[config.mk]
export PLATFORM = sky130hd
export DESIGN_NAME = micro_sequencer
export DESIGN_NICKNAME = d
export VERILOG_FILES = /design/src/rtl/micro_seq_pkg.sv /design/src/rtl/instr_encoder.sv /design/src/rtl/micro_sequencer.sv
export SDC_FILE = /design/constraint.sdc
export NUM_CORES = 1
export LEC_CHECK = 0
export ABC_CLOCK_PERIOD_IN_PS = 2300
export CORE_AREA = 2 2 64 54
export DETAILED_ROUTE_END_ITERATION = 10
export DIE_AREA = 0 0 66 56
export PLACE_DENSITY = 0.77
export SLEW_MARGIN = 20
export SYNTH_ARGS = -nofsm -noshare
export SYNTH_HDL_FRONTEND = slang
export SYNTH_SLANG_ARGS = --single-unit
[constraint.sdc]
create_clock -name clk -period 2.3 [get_ports clk]
set_input_delay 0.46 -clock clk [delete_from_list [all_inputs] [get_ports clk]]
set_output_delay 0.46 -clock clk [all_outputs]
set_load 0.01 [all_outputs]
[src/rtl/micro_seq_pkg.sv]
// Shared constants for the microprogrammed control sequencer: next-address
// modes, condition selects, microstore state numbers and IR decode values.
package micro_seq_pkg;

    // Next-address modes carried in the microstore n_sel field
    localparam logic [2:0] NSEL_DECODE   = 3'b000;
    localparam logic [2:0] NSEL_FETCH    = 3'b001;
    localparam logic [2:0] NSEL_JUMP     = 3'b010;
    localparam logic [2:0] NSEL_INC      = 3'b011;
    localparam logic [2:0] NSEL_CBRANCH  = 3'b100;
    localparam logic [2:0] NSEL_WAIT     = 3'b101;
    localparam logic [2:0] NSEL_CDECODE  = 3'b110;
    localparam logic [2:0] NSEL_RESERVED = 3'b111;

    // Condition selects
    localparam logic [1:0] COND_MOC      = 2'b00;
    localparam logic [1:0] COND_ZERO     = 2'b01;
    localparam logic [1:0] COND_NEG      = 2'b10;
    localparam logic [1:0] COND_ONE      = 2'b11;

    // Microstore state numbers (first state of each instruction routine)
    localparam logic [6:0] ST_RESET      = 7'd0;
    localparam logic [6:0] ST_FETCH      = 7'd1;
    localparam logic [6:0] ST_RTYPE      = 7'd6;
    localparam logic [6:0] ST_LW         = 7'd7;
    localparam logic [6:0] ST_BEQ        = 7'd11;
    localparam logic [6:0] ST_J          = 7'd12;
    localparam logic [6:0] ST_SW         = 7'd13;
    localparam logic [6:0] ST_ADDI       = 7'd17;
    localparam logic [6:0] ST_ANDI       = 7'd18;
    localparam logic [6:0] ST_LUI        = 7'd19;
    localparam logic [6:0] ST_ORI        = 7'd20;
    localparam logic [6:0] ST_BNE        = 7'd21;
    localparam logic [6:0] ST_JAL        = 7'd22;

    // IR[31:26] opcodes
    localparam logic [5:0] OP_RTYPE      = 6'h00;
    localparam logic [5:0] OP_J          = 6'h02;
    localparam logic [5:0] OP_JAL        = 6'h03;
    localparam logic [5:0] OP_BEQ        = 6'h04;
    localparam logic [5:0] OP_BNE        = 6'h05;
    localparam logic [5:0] OP_ADDI       = 6'h08;
    localparam logic [5:0] OP_ANDI       = 6'h0C;
    localparam logic [5:0] OP_ORI        = 6'h0D;
    localparam logic [5:0] OP_LUI        = 6'h0F;
    localparam logic [5:0] OP_LW         = 6'h23;
    localparam logic [5:0] OP_SW         = 6'h2B;

    // IR[5:0] funct codes accepted for R-type
    localparam logic [5:0] FN_ADD        = 6'h20;
    localparam logic [5:0] FN_ADDU       = 6'h21;
    localparam logic [5:0] FN_SUB        = 6'h22;
    localparam logic [5:0] FN_SUBU       = 6'h23;
    localparam logic [5:0] FN_AND        = 6'h24;
    localparam logic [5:0] FN_OR         = 6'h25;
    localparam logic [5:0] FN_SLT        = 6'h2A;

    // True for the R-type funct codes the datapath implements
    function automatic logic is_rtype_funct(input logic [5:0] fn);
        return (fn == FN_ADD) || (fn == FN_ADDU) || (fn == FN_SUB) ||
               (fn == FN_SUBU) || (fn == FN_AND) || (fn == FN_OR) ||
               (fn == FN_SLT);
    endfunction

endpackage

[src/rtl/instr_encoder.sv]
// Instruction encoder: maps IR opcode/funct to the first microstore state of
// the instruction's routine. valid=0 marks an undecodable instruction.
module instr_encoder
    import micro_seq_pkg::*;
#(
    parameter int STATE_W = 7
) (
    input  logic [5:0]         opcode,
    input  logic [5:0]         funct,
    output logic               valid,
    output logic [STATE_W-1:0] target
);

    // Fixed decode table; a miss reports valid=0 with a reset-state target
    always_comb begin
        valid  = 1'b1;
        target = STATE_W'(ST_RESET);
        case (opcode)
            OP_RTYPE: begin
                if (is_rtype_funct(funct)) begin
                    target = STATE_W'(ST_RTYPE);
                end else begin
                    valid = 1'b0;
                end
            end
            OP_LW:   target = STATE_W'(ST_LW);
            OP_SW:   target = STATE_W'(ST_SW);
            OP_BEQ:  target = STATE_W'(ST_BEQ);
            OP_J:    target = STATE_W'(ST_J);
            OP_ADDI: target = STATE_W'(ST_ADDI);
            OP_ANDI: target = STATE_W'(ST_ANDI);
            OP_ORI:  target = STATE_W'(ST_ORI);
            OP_LUI:  target = STATE_W'(ST_LUI);
            OP_BNE:  target = STATE_W'(ST_BNE);
            OP_JAL:  target = STATE_W'(ST_JAL);
            default: valid = 1'b0;
        endcase
    end

endmodule

[src/rtl/micro_sequencer.sv]
// Next-state engine for the microprogrammed MIPS control unit. The state
// register addresses a combinational microstore whose fields come back on
// n_sel/inv/cond_sel/cr and choose the successor state each cycle.
//
// Memory handshake: a WAIT microinstruction holds its state while the
// selected condition (normally moc) is false and advances on the first
// cycle it is sampled true at posedge clk; moc needs no acknowledge. A
// watchdog bounds the hold to TIMEOUT cycles, after which the sequencer
// returns to RESET_STATE and raises the sticky mem_timeout flag.
module micro_sequencer
    import micro_seq_pkg::*;
#(
    parameter int STATE_W     = 7,
    parameter int MAX_STATE   = 22,
    parameter int RESET_STATE = 0,
    parameter int FETCH_STATE = 1,
    parameter int TIMEOUT     = 15
) (
    input  logic               clk,
    input  logic               reset,
    input  logic [2:0]         n_sel,
    input  logic               inv,
    input  logic [1:0]         cond_sel,
    input  logic [STATE_W-1:0] cr,
    input  logic               moc,
    input  logic               alu_zero,
    input  logic               alu_neg,
    input  logic [5:0]         opcode,
    input  logic [5:0]         funct,
    output logic [STATE_W-1:0] state,
    output logic               illegal_op,
    output logic               mem_timeout
);

    localparam logic [STATE_W-1:0] RST_ST   = STATE_W'(RESET_STATE);
    localparam logic [STATE_W-1:0] FETCH_ST = STATE_W'(FETCH_STATE);
    localparam logic [STATE_W-1:0] MAX_ST   = STATE_W'(MAX_STATE);
    // The watchdog fires on the TIMEOUT-th consecutive held cycle, i.e.
    // when the count of previous holds is already TIMEOUT-1.
    localparam logic [7:0]         WAIT_LIMIT = 8'(TIMEOUT - 1);

    logic               enc_valid;
    logic [STATE_W-1:0] enc_st;
    logic               cond_raw;
    logic               cond_true;
    logic [STATE_W-1:0] inc_st;
    logic               cr_ok;
    logic [STATE_W-1:0] mode_next;
    logic               mode_illegal;
    logic               hold;
    logic               wd_fire;
    logic [STATE_W-1:0] next_state;
    logic [7:0]         wait_cnt;
    logic [7:0]         wait_cnt_next;

    instr_encoder #(
        .STATE_W (STATE_W)
    ) u_encoder (
        .opcode (opcode),
        .funct  (funct),
        .valid  (enc_valid),
        .target (enc_st)
    );

    // Condition mux, optional inversion, wrapping increment and target check
    always_comb begin
        case (cond_sel)
            COND_MOC:  cond_raw = moc;
            COND_ZERO: cond_raw = alu_zero;
            COND_NEG:  cond_raw = alu_neg;
            default:   cond_raw = 1'b1;
        endcase
        cond_true = cond_raw ^ inv;
        inc_st    = (state == MAX_ST) ? RST_ST : state + 1'b1;
        cr_ok     = (cr <= MAX_ST);
    end

    // Next-address mode mux; any unusable target collapses to RESET_STATE
    always_comb begin
        mode_next    = RST_ST;
        mode_illegal = 1'b0;
        hold         = 1'b0;
        case (n_sel)
            NSEL_DECODE: begin
                if (enc_valid) mode_next = enc_st;
                else           mode_illegal = 1'b1;
            end
            NSEL_FETCH: mode_next = FETCH_ST;
            NSEL_JUMP: begin
                if (cr_ok) mode_next = cr;
                else       mode_illegal = 1'b1;
            end
            NSEL_INC: mode_next = inc_st;
            NSEL_CBRANCH: begin
                if (!cond_true)  mode_next = inc_st;
                else if (cr_ok)  mode_next = cr;
                else             mode_illegal = 1'b1;
            end
            NSEL_WAIT: begin
                if (cond_true) begin
                    mode_next = inc_st;
                end else begin
                    mode_next = state;
                    hold      = 1'b1;
                end
            end
            NSEL_CDECODE: begin
                if (cond_true) begin
                    if (cr_ok) mode_next = cr;
                    else       mode_illegal = 1'b1;
                end else begin
                    if (enc_valid) mode_next = enc_st;
                    else           mode_illegal = 1'b1;
                end
            end
            default: mode_illegal = 1'b1;
        endcase
    end

    // Watchdog override: a hold that reaches the limit abandons the access
    always_comb begin
        wd_fire       = hold && (wait_cnt >= WAIT_LIMIT);
        next_state    = wd_fire ? RST_ST : mode_next;
        wait_cnt_next = (hold && !wd_fire) ? wait_cnt + 8'd1 : 8'd0;
    end

    // State register, watchdog counter and status flags
    always_ff @(posedge clk or negedge reset) begin
        if (!reset) begin
            state       <= RST_ST;
            wait_cnt    <= 8'd0;
            illegal_op  <= 1'b0;
            mem_timeout <= 1'b0;
        end else begin
            state      <= next_state;
            wait_cnt   <= wait_cnt_next;
            illegal_op <= mode_illegal;
            if (wd_fire) begin
                mem_timeout <= 1'b1;
            end
        end
    end

endmodule

## Word-level counts from Yosys, hierarchy flattened

Index checks and enable logic that the tools add are counted.

| word-level totals | value |
|---|---|
| register bits after elaboration | 17 |
| bits of input ports | 30 |
| output and inout bits | 9 |
| logic and storage cells | 71 |

| cells by class | value |
|---|---|
| add/sub/neg operators | 2 |
| order comparisons | 2 |
| eq/ne operators | 27 |
| mux-type cells | 21 |
| bitwise gates (word level) | 1 |
| reduce and logical (&&, ||, !) cells | 14 |

Operators with widths:

| kind | number |
|---|---|
| $pmux 7 s11 | 1 |
| $eq 6x6->1 const B | 9 |
| $mux 7 | 7 |
| $pmux 7 s7 | 1 |
| $eq 6x4->1 const B | 4 |
| $eq 6x2->1 const B | 2 |
| $eq 6x3->1 const B | 2 |
| $reduce_or 10->1 | 1 |
| $eq 3x3->1 const B | 3 |
| $add 8x1->8 const B | 1 |
| $ge 8x4->1 const B | 1 |
| $mux 8 | 1 |
| $add 7x1->7 const B | 1 |
| $eq 7x5->1 const B | 1 |
| $le 7x5->1 const B | 1 |
| $mux 1 | 7 |
| $eq 3x2->1 const B | 2 |
| $logic_not 6->1 | 1 |
| $logic_or 1x1->1 | 6 |
| $pmux 1 s5 | 1 |
| $eq 3x1->1 const B | 1 |
| $logic_not 3->1 | 1 |
| $mux 3 | 1 |
| $ne 3x3->1 const B | 1 |
| 9 further kinds | 10 |

## Depth between registers and ports, before layout

| logic depth | value |
|---|---|
| depth after elaboration | 13 |
| depth in mapped cells | 8 |
| gate-level depth less buffers | 8 |

## Hierarchy

From an unflattened synthesis, not the netlist that was laid out.

| unflattened totals | value |
|---|---|
| cell total of the unflattened synthesis | 188 |
| area, all modules | 1498.9 µm² |

By module, submodules not included:

| module | instances | cells each | area each (µm²) | seq. area each (µm²) |
|---|---|---|---|---|
| micro_sequencer | 1 | 137 | 1201.2 | 425.4 |
| instr_encoder | 1 | 51 | 297.8 | 0.0 |

## Worst setup path after synthesis

Ideal clock, no wire load.

| timing | value |
|---|---|
| path kind | input-to-reg |
| from | in opcode[0] |
| to | reg state[0] |
| library setup time | 0.126 ns |
| arrival | 1.726 ns |
| required time | 2.174 ns |
| path slack | 0.448 ns |
| cell stages on the path | 7 |
| path buffers | 1 |
| path through | clkbuf_1 nand2b_1 a21oi_1 a311o_1 a21boi_1 nor2b_1 a221o_1 |

| between the ends | value |
|---|---|
| longest elaborated chain between the ends | 7 |

RTL lines:

| element | RTL line | RTL |
|---|---|---|
| start, declared | micro_sequencer.sv:28 | `input logic [5:0] opcode,` |
| $eq 6x6->1 (tied with other cells) | instr_encoder.sv:18 | `case (opcode)` |
| $reduce_or 10->1 (no source line) | - |  |
| $pmux 1 s2 | instr_encoder.sv:18 |  |
| $mux 7 * | micro_sequencer.sv:85, micro_sequencer.sv:112 |  |
| $mux 7 | micro_sequencer.sv:108 | `if (cond_true) begin` |
| $pmux 7 s7 * | micro_sequencer.sv:83 | `case (n_sel)` |
| $mux 7 * | micro_sequencer.sv:123 | `next_state = wd_fire ? RST_ST : mode_next;` |
| end signal, assigned | micro_sequencer.sv:135 | `state <= next_state;` |
| end, declared | micro_sequencer.sv:30 | `output logic [STATE_W-1:0] state,` |

Every way passes the cells marked *; elsewhere a longest branch is shown, timed or not.
A chain may end at the register's enable or synchronous reset.

## Worst setup path in the final report

| timing | value |
|---|---|
| from | in cond_sel[0] |
| to | reg state[2] |

| between the ends | value |
|---|---|
| longest elaborated chain between the ends | 7 |

RTL lines:

| element | RTL line | RTL |
|---|---|---|
| start, declared | micro_sequencer.sv:23 | `input logic [1:0] cond_sel,` |
| $eq 2x2->1 (tied with other cells) | micro_sequencer.sv:67 | `case (cond_sel)` |
| $pmux 1 s3 * | micro_sequencer.sv:67 |  |
| $xor 1x1->1 * | micro_sequencer.sv:73 | `cond_true = cond_raw ^ inv;` |
| $mux 1 | micro_sequencer.sv:100 | `if (cond_true) begin` |
| $mux 1 | micro_sequencer.sv:83 |  |
| $logic_and 1x1->1 | micro_sequencer.sv:122 | `wd_fire = hold && (wait_cnt >= WAIT_LIMIT);` |
| $ne 3x3->1 (no source line) / $mux 7 (equally long branches) | - |  |

Marks and branches as above.

==> impl_metrics.env <==
export IMPL_run_status="complete, no violations"
export IMPL_setup_violations=0
export IMPL_power_density_nw_per_um2=400
export IMPL_timing_final_crit_share_pct=97.8
export IMPL_met2WireLength_microns=1940
export IMPL_ff_to_ff_path_depth=9
export IMPL_final_net_count=260
export IMPL_final_max_slew_viol_count=0
export IMPL_cellLeakagePower_nw=0.867
export IMPL_yosys_top_cells_area="sky130_fd_sc_hd__dfrtp_1 31%, sky130_fd_sc_hd__nor2_1 5.4%, sky130_fd_sc_hd__nand2_1 4.3%"
export IMPL_cts_setup_buffers=0
export IMPL_top_signal_layer_used="met4"
export IMPL_async_flop_share_pct=100
export IMPL_synth_warnings=0
export IMPL_cts_root_buffer_cell="sky130_fd_sc_hd__clkbuf_8"
export IMPL_ios=39
export IMPL_timing_critical_path_from="cond_sel[0]"
export IMPL_gp_routability_congestion=0.889
export IMPL_port_buffer_count=38
export IMPL_drc_errors=0
export IMPL_timing_max_cap_violations=0
export IMPL_dp_cells=261
export IMPL_worst_r2r_setup_slack_ns=0.47
export IMPL_first_global_vias=1507
export IMPL_r2r_start="state[0]"
export IMPL_tritoncts="yes"
export IMPL_dp_final_hpwl_microns=3280
export IMPL_filler_cell_count=264
export IMPL_vias_per_cell=5.75
export IMPL_ys_seq_area_share_pct=30.7
export IMPL_die_area_sq_um=3700
export IMPL_dr_first_iter_drc_count=72
export IMPL_drive_gt1_share_pct=18.7
export IMPL_worst_pin_slew_ns=0.774
export IMPL_hold_class="reg2reg"
export IMPL_dpl_instance_area_sq_um=1970
export IMPL_timing_fmax_ghz=0.445
export IMPL_ys_flop_type="sky130_fd_sc_hd__dfrtp_1"
export IMPL_clkSinkCount=17
export IMPL_worst_r2r_endpoint="state[0]"
export IMPL_syn2layout_area_growth_pct=48.3
export IMPL_crit_type="in2reg"
export IMPL_cts_max_level=1
export IMPL_routedWlPerCell_microns=15.6
export IMPL_post_route_cell_area_sq_um=2060
export IMPL_wirelength_microns=4120
export IMPL_cp_arrival_ns=2.38
export IMPL_timing_critical_path_required_ns=2.43
export IMPL_floorplan_initialDensity_pct=46.0
export IMPL_synth_cell_area_sq_um=1390
export IMPL_grt_pass1_wl_microns=6780
export IMPL_average_instance_area_after_synthesis_sq_um=8.51
export IMPL_syn_instance_count=163
export IMPL_final_hold_violation_count=0
export IMPL_synth_edf_count=0
export IMPL_rsz0062_at_grt="false"
export IMPL_clk_path_buf_depth=2
export IMPL_firstDrtPassIters=4
export IMPL_fin_worst_skew_ns=0.00379
export IMPL_diodes=0
export IMPL_core_rowCount=18
export IMPL_critPathCaptureType="flip-flop"
export IMPL_yosys_cell_types_count=60
export IMPL_vdd_drop_max_uv=369
export IMPL_crit_path_max_fanout=5
export IMPL_cts_clk_slew_worst_paths_ns=0.07
export IMPL_cts_made_buffers=3
export IMPL_slew_limit_headroom_pct=48.2
export IMPL_global_route_overflow_total=0
export IMPL_fin_worst_hold_slack_ns=0.482
export IMPL_die_w_microns=66
export IMPL_detail_route_antenna_nets=0
export IMPL_clock_insertion_delay_worst_skew_ns=0.25
export IMPL_die_height_microns=56
export IMPL_layoutNonFillerInstCount=265
export IMPL_grt_antenna_before_repair=0
export IMPL_holdBufCountCts=0
export IMPL_crit_path_end="state[2]"
export IMPL_startpoint_type="primary input"
export IMPL_drt_met1_wl_microns=1910
export IMPL_area_of_the_core_sq_um=3020
export IMPL_yosysTopAreaCell="sky130_fd_sc_hd__dfrtp_1"
export IMPL_total_power_mw=0.823
export IMPL_routed_wl_met3_microns=235
export IMPL_routed_via_count=1523
export IMPL_grt_total_usage_pct=23.4
export IMPL_synth_top_cell_area_share_pct=30.7
export IMPL_grt_max_degree=18
export IMPL_fin_crit_ns=2.25
export IMPL_hold_start="mem_timeout"
export IMPL_ys_ff_latch=17
## kinds of logic after synthesis
| family | after synthesis | synth area share, % |
|---|---|---|
| buffers and inverters | 13 | 4.24 |
| multiplexers | 4 | 3.25 |
| flip-flops | 17 | 30.7 |
| AO/OA/AOI/OAI | 52 | 29.7 |
| other | 1 | 0.270 |
| XOR/XNOR | 6 | 3.79 |
| AND/OR/NAND/NOR | 66 | 24.5 |
| adder cells (fa/ha/maj) | 4 | 3.61 |
## stage by stage
stage / setup TNS, ns / setup slack (ns) / util, %
detailed placement: -1.25 / -0.237 / 65.4
floorplan: 0 / 0.448 / -
finish: 0 / 0.0504 / 68.2
global route: 0 / 0.000329 / 68.2
CTS: 0 / 0.0363 / 66.9
global placement: -0.438 / -0.128 / 65.4
## synthesized netlist by cell type, types with 2 or more instances
| master | count |
|---|---|
| sky130_fd_sc_hd__a211oi_1 | 3 |
| sky130_fd_sc_hd__a21o_1 | 2 |
| sky130_fd_sc_hd__a21oi_1 | 4 |
| sky130_fd_sc_hd__a22oi_1 | 3 |
| sky130_fd_sc_hd__buf_2 | 2 |
| sky130_fd_sc_hd__clkbuf_1 | 3 |
| sky130_fd_sc_hd__dfrtp_1 | 17 |
| sky130_fd_sc_hd__ha_1 | 4 |
| sky130_fd_sc_hd__inv_1 | 5 |
| sky130_fd_sc_hd__mux2i_1 | 2 |
| sky130_fd_sc_hd__nand2_1 | 16 |
| sky130_fd_sc_hd__nand3_1 | 7 |
| sky130_fd_sc_hd__nor2_1 | 20 |
| sky130_fd_sc_hd__nor2b_1 | 5 |
| sky130_fd_sc_hd__nor3_1 | 4 |
| sky130_fd_sc_hd__nor4b_1 | 2 |
| sky130_fd_sc_hd__o2111ai_1 | 3 |
| sky130_fd_sc_hd__o211a_1 | 3 |
| sky130_fd_sc_hd__o211ai_1 | 4 |
| sky130_fd_sc_hd__o21a_1 | 2 |
| sky130_fd_sc_hd__o21ai_0 | 5 |
| sky130_fd_sc_hd__o2bb2ai_1 | 4 |
| sky130_fd_sc_hd__or3_1 | 2 |
| sky130_fd_sc_hd__xnor2_1 | 4 |
| sky130_fd_sc_hd__xor2_1 | 2 |
## cells in the final DEF (no fill, tap or decap), types with 4 or more instances in the layout
cell type                         count
sky130_fd_sc_hd__nor2b_1              4
sky130_fd_sc_hd__a21oi_1              4
sky130_fd_sc_hd__dfrtp_1             17
sky130_fd_sc_hd__ha_1                 4
sky130_fd_sc_hd__nand3_1              7
sky130_fd_sc_hd__o2bb2ai_1            4
sky130_fd_sc_hd__xnor2_1              4
sky130_fd_sc_hd__nor2_1              20
sky130_fd_sc_hd__inv_1                5
sky130_fd_sc_hd__buf_4               24
sky130_fd_sc_hd__o21ai_0              5
sky130_fd_sc_hd__nor3_1               4
sky130_fd_sc_hd__o211ai_1             4
sky130_fd_sc_hd__nand2_1             16
sky130_fd_sc_hd__clkdlybuf4s50_1     37
## worst min-delay path by stage
stage                              to  slack, ns  cells past startpoint
after CTS                 mem_timeout       0.47                      1
after floorplan            illegal_op       0.16                      0
final                     mem_timeout       0.48                      1
after global placement    mem_timeout       0.45                      1
after detailed placement  mem_timeout       0.46                      1
after global routing      mem_timeout       0.48                      1
## cell type report
type | count | area (sq um) | share of cell area [%]
Clock inverter | 1 | 5.00 | 0.243
Inverter | 7 | 26.3 | 1.28
Clock buffer | 3 | 41.3 | 2.01
Timing Repair Buffer | 62 | 563 | 27.4
Tap cell | 40 | 50.0 | 2.43
Sequential cell | 17 | 425 | 20.7
Multi-Input combinational cell | 135 | 947 | 46.0
## per-layer routing
layer	up-vias	GRT usage [%]
met5	-	0
met4	0	4.66
met3	6	6.07
met2	63	37.8
met1	724	31.7
li1	730	-
## state kept, by name, indices dropped and copies added (netlist names)
register	flops
wait_cnt	8
state	7
illegal_op	1
mem_timeout	1
## timing repair
| action | CTS | global route |
|---|---|---|
| resized for setup | 0 | 7 |
| endpoints found under the setup margin | 0 | 5 |
| hold endpoints to repair | 0 | 0 |
## worst max-delay path, stage by stage
cell and delay, ns:
sky130_fd_sc_hd__clkdlybuf4s50_1 0.56, sky130_fd_sc_hd__mux2i_4 0.32, sky130_fd_sc_hd__mux2i_2 0.29, sky130_fd_sc_hd__and4bb_4 0.25, sky130_fd_sc_hd__a222oi_1 0.37, sky130_fd_sc_hd__o2bb2ai_1 0.13
## power by group
group          switching, mW  internal (mW)
registers             0.0157          0.313
logic                  0.120          0.148
clock network          0.105          0.120
Power figures use the tool's default switching activity.
==> patch 1 (same settings) <==
`STATE_W` is set to 7 in 2 places; all go to 5.
--- a/src/rtl/instr_encoder.sv
+++ b/src/rtl/instr_encoder.sv
@@ -5,3 +5,3 @@
 #(
-    parameter int STATE_W = 7
+    parameter int STATE_W = 5
 ) (
--- a/src/rtl/micro_sequencer.sv
+++ b/src/rtl/micro_sequencer.sv
@@ -12,3 +12,3 @@
 #(
-    parameter int STATE_W     = 7,
+    parameter int STATE_W     = 5,
     parameter int MAX_STATE   = 22,
Interface: changed (resized cr and state); port bits go from 39 to 35. No check against the original RTL was run, so the function may have changed too.
==> patch 1 against the original RTL <==
- area after synthesis down 6.3%
- final cell count fell by 7.5%
- sequential share of layout area shrank 0.68 points
- sequential cell count decreased by 2
- core utilization fell by 6.0 points
- wire length decreased by 14%
- power shrank 3.9%
- design area shrank 8.8%
- via count down 8.9%
- setup slack better by 94 ps
- critical path type unchanged
- critical endpoint is now state[1]$_DFFE_PN0P_
==> patch 1: results (changes against the original RTL) <==
metric;value;unit;change
status;finished, final reports clean;;
finClkSkew;2.61;ps;-1.18 ps
reg2reg_from;state[0]$_DFFE_PN0P_;;
synth_cell_types;52;;-13%
fin_ws;144;ps;+93.9 ps
endpoint;state[1]$_DFFE_PN0P_;;
final_cells;245;;-7.5%
drt-initial-drc-count;82;;+14%
use_met1;0.247;;-0.0700
track_usage;0.184;;-0.0503
grt_use_met3;0.0243;;-0.0364
route.met3.wl;192;um;-18%
yosys-mux-area-fraction;0.0472;;+0.0147
cellLeakagePower;0.767;nW;-12%
yosys-top-cells-count;nor2_1, dfrtp_1, inv_1, nand2_1, nand3_1;;
use_met2;0.319;;-0.0592
clkSlewWorstSetupHoldPaths;60;ps;
worst_r2r_path_depth;8;;-1
synth_xor_area_frac;0.0616;;+0.0237
reg2reg_to;state[0]$_DFFE_PN0P_;;
syn_area_per_cell;8.44;sq um;-0.84%
ir_drop;0.000176;V;-52%
critical_path.max_fanout;4;;-1
totalWireLength;3530;um;-14%
cts_setup_buffers;0;;unchanged
dp_slack;-297;ps;-60.3 ps
placed_area;1810;sq um;-8.3%
drive_above_1_share;0.166;;-0.0208
place_congestion;0.927;;+4.2%
critPathArrivalTime;2340;ps;-40 ps
grt_pass1_wl;5470;um;-19%
vias;1387;;-8.9%
dp_hpwl;2850;um;-13%
min_from;mem_timeout$_DFFE_PN0P_;;
cp-startpoint;opcode[1];;
ff2ff_setup_slack;300;ps;-170 ps
antenna_found_initial;0;;unchanged
grt_pass1_vias;1226;;-19%
yosysSeqAreaShare;0.289;;-0.0178
yosys_warnings;0;;unchanged
cts-root-buf;clkbuf_8;;
htreeDepth;1;;unchanged
portBuffers;34;;-11%
synthTopCellsByArea;dfrtp_1, nor2_1, ha_1, mux2i_1, nand3_1;;
dp.cells;241;;-7.7%
clk_path_buf_depth;2;;unchanged
largestRegisters;wait_cnt: 8 flops, state: 5 flops;;
numCtsBuffers;3;;unchanged
clk-insertion-delay-late;240;ps;
tightest_slew;651;ps;-123 ps
synthAdderAreaFrac;0.0462;;+0.0101
grt_start_max_net_pins;16;;-2
wl_met1;1590;um;-16%
ys.flop_type;dfrtp_1;;
synth_compound_gate_area_share;0.243;;-0.0541
met2_length;1720;um;-11%
drtPass1Iterations;5;;+1
==> patch 1: worst min-delay path by stage <==
stage	endpoint	slack, ps	depth (start not counted)
after CTS	mem_timeout$_DFFE_PN0P_	470	1
after detailed placement	mem_timeout$_DFFE_PN0P_	460	1
after floorplan	illegal_op$_DFF_PN0_	160	0
after global placement	mem_timeout$_DFFE_PN0P_	460	1
after global routing	mem_timeout$_DFFE_PN0P_	490	1
final	mem_timeout$_DFFE_PN0P_	470	1
==> patch 1: logic make-up after synthesis <==
group | count (synthesis)
AO/OA/AOI/OAI | 41
XOR/XNOR | 7
adder cells (fa/ha/maj) | 5
buffers and inverters | 17
flip-flops | 15
multiplexers | 6
other | 1
AND/OR/NAND/NOR | 62
==> patch 1: what timing repair did <==
action | 4_1_cts | 5_1_grt
endpoints found under the setup margin | 2 | 5
hold endpoints to repair | 0 | 0
resized for setup | 1 | 4
==> patch 1: layout make-up <==
cell class | instances | area, sq um
Fill cell | 272 | 1140
Multi-Input combinational cell | 124 | 888
Timing Repair Buffer | 53 | 485
Sequential cell | 15 | 375
Tap cell | 40 | 50.0
Clock buffer | 4 | 45.0
Inverter | 9 | 33.8
==> patch 1: where the power goes <==
part,internal [W],switching (W),leakage (nW)
clock network,0.000123,0.0000877,0.0228
logic,0.000153,0.000129,0.552
registers,0.000281,0.0000185,0.193
==> patch 1: worst max-delay path: stages <==
cell and delay, ps:
clkdlybuf4s50_1 450, or4b_2 700, a21boi_0 160, o21a_1 170, nor3_1 230, a221o_1 160
==> patch 1: stage by stage <==
stage / power (W) / hold slack (ps)
after CTS: 0.000785 / 471
after floorplan: 0.000435 / 164
final: 0.000791 / 471
after global routing: 0.000829 / 494
after global placement: 0.000570 / 463
after detailed placement: 0.000576 / 459
==> patch 2 (same settings) <==
Made on the original files. Add an input register stage for `cr`; this delays it by one clock. The other inputs are not delayed to match. Comments in the files are not updated.
--- a/src/rtl/micro_sequencer.sv
+++ b/src/rtl/micro_sequencer.sv
@@ -41,2 +41,8 @@
 
+    logic [STATE_W-1:0] cr_q;
+
+    always_ff @(posedge clk) begin
+        cr_q <= cr;
+    end
+
     logic               enc_valid;
@@ -74,3 +80,3 @@
         inc_st    = (state == MAX_ST) ? RST_ST : state + 1'b1;
-        cr_ok     = (cr <= MAX_ST);
+        cr_ok     = (cr_q <= MAX_ST);
     end
@@ -89,3 +95,3 @@
             NSEL_JUMP: begin
-                if (cr_ok) mode_next = cr;
+                if (cr_ok) mode_next = cr_q;
                 else       mode_illegal = 1'b1;
@@ -95,3 +101,3 @@
                 if (!cond_true)  mode_next = inc_st;
-                else if (cr_ok)  mode_next = cr;
+                else if (cr_ok)  mode_next = cr_q;
                 else             mode_illegal = 1'b1;
@@ -108,3 +114,3 @@
                 if (cond_true) begin
-                    if (cr_ok) mode_next = cr;
+                    if (cr_ok) mode_next = cr_q;
                     else       mode_illegal = 1'b1;
Check against the original RTL: not equivalent (a bounded check fails within 4 cycles, from zero or initial values and one cycle with reset low).
==> patch 2 against the original RTL <==
- area after synthesis grew 11%
- design area grew 6.0%
- clock power grew 7%
- setup slack gained 29 ps
- wire length shrank 11%
- highest routed layer unchanged
- global-route usage shrank 2.6 points
- largest power group unchanged
- sequential cell count grew 7
- power grew 17%
==> patch 2: results (changes against the original RTL) <==
metric;value;unit;change
vias;1531;;+0.53%
grt_pass1_vias;1419;;-5.8%
drt-initial-drc-count;120;;+67%
syn_area_per_cell;8.87;sq um;+4.2%
grt_use_met3;0.0486;;-0.0121
critPathLaunchType;flop;;
nFillCells;230;;-13%
track_usage;0.208;;-0.0262
grt_pass1_wl;6110;um;-9.9%
synthTopCellsByArea;dfrtp_1, dfxtp_1, nor2_1, ha_1, nand2_1;;
nonClkBufAreaFrac;0.250;;-0.0236
layout_worst_path_cycle_share;0.965;;-0.0127
status;finished, final reports clean;;
totalWireLength;3670;um;-11%
slew_headroom;0.506;;+0.0235
p_sw_frac;0.257;;-0.0361
yosysSeqAreaShare;0.369;;+0.0621
use_met1;0.270;;-0.0466
seq_area_frac;0.259;;+0.0525
synthArstFlopShare;0.708;;-0.292
dp_slack;-317;ps;-80.5 ps
cellLeakagePower;0.921;nW;+6.2%
ff2ff_setup_slack;80;ps;-390 ps
placed_area;2080;sq um;+5.5%
critical_path.max_fanout;2;;-3
dp_hpwl;2930;um;-11%
path_delay_family;simple AND/OR/NAND/NOR gates;;
use_met2;0.354;;-0.0245
area_share_clock_buf_inv;0.0206;;-0.00185
largestRegisters;wait_cnt: 8 flops, cr_q: 7 flops, state: 7 flops;;
finClkSkew;15.1;ps;+11.4 ps
layout.nets;265;;+1.9%
worst_r2r_path_depth;8;;-1
drive_above_1_share;0.165;;-0.0214
nNonClkInverters;8;;+1
num-clock-buffers;4;;+1
## patch 2: kinds of logic after synthesis
family / after synthesis / share of synthesized area
multiplexers: 4 / 0.0277
buffers and inverters: 17 / 0.0457
AO/OA/AOI/OAI: 40 / 0.194
AND/OR/NAND/NOR: 74 / 0.276
adder cells (fa/ha/maj): 5 / 0.0400
XOR/XNOR: 8 / 0.0457
other: 1 / 0.00244
flip-flops: 24 / 0.369
## patch 2: how the worst min path moves through the flow
stage | slack (ps) | end | depth (start not counted) | startpoint
floorplan | 160 | illegal_op$_DFF_PN0_ | 0 | reset
global placement | 460 | mem_timeout$_DFFE_PN0P_ | 1 | mem_timeout$_DFFE_PN0P_
detailed placement | 460 | mem_timeout$_DFFE_PN0P_ | 1 | mem_timeout$_DFFE_PN0P_
CTS | 470 | mem_timeout$_DFFE_PN0P_ | 1 | mem_timeout$_DFFE_PN0P_
global route | 500 | mem_timeout$_DFFE_PN0P_ | 1 | mem_timeout$_DFFE_PN0P_
finish | 480 | mem_timeout$_DFFE_PN0P_ | 1 | mem_timeout$_DFFE_PN0P_
## patch 2: power by group through the flow
stage	Sequential, W	Clock (W)	Combinational, W
6_report	0.000454	0.000241	0.000267
5_1_grt	0.000456	0.000270	0.000291
4_1_cts	0.000454	0.000245	0.000255
3_5_place_dp	0.000462	0	0.000253
3_3_place_gp	0.000461	0	0.000245
2_1_floorplan	0.000467	0	0.000111
## patch 2: per-layer routing
layer,up-vias,wire length [um],share of wire
met5,-,0,0
met1,725,1520,0.42
met3,2,250,0.068
li1,746,-,-
met2,58,1870,0.51
met4,0,19,0.0052
## patch 2: repair_timing
item                       in CTS  in global routing
setup endpoints to repair       3                  5
setup buffers                   0                  2
gates resized for setup         1                  7
pin swaps                       1                  4
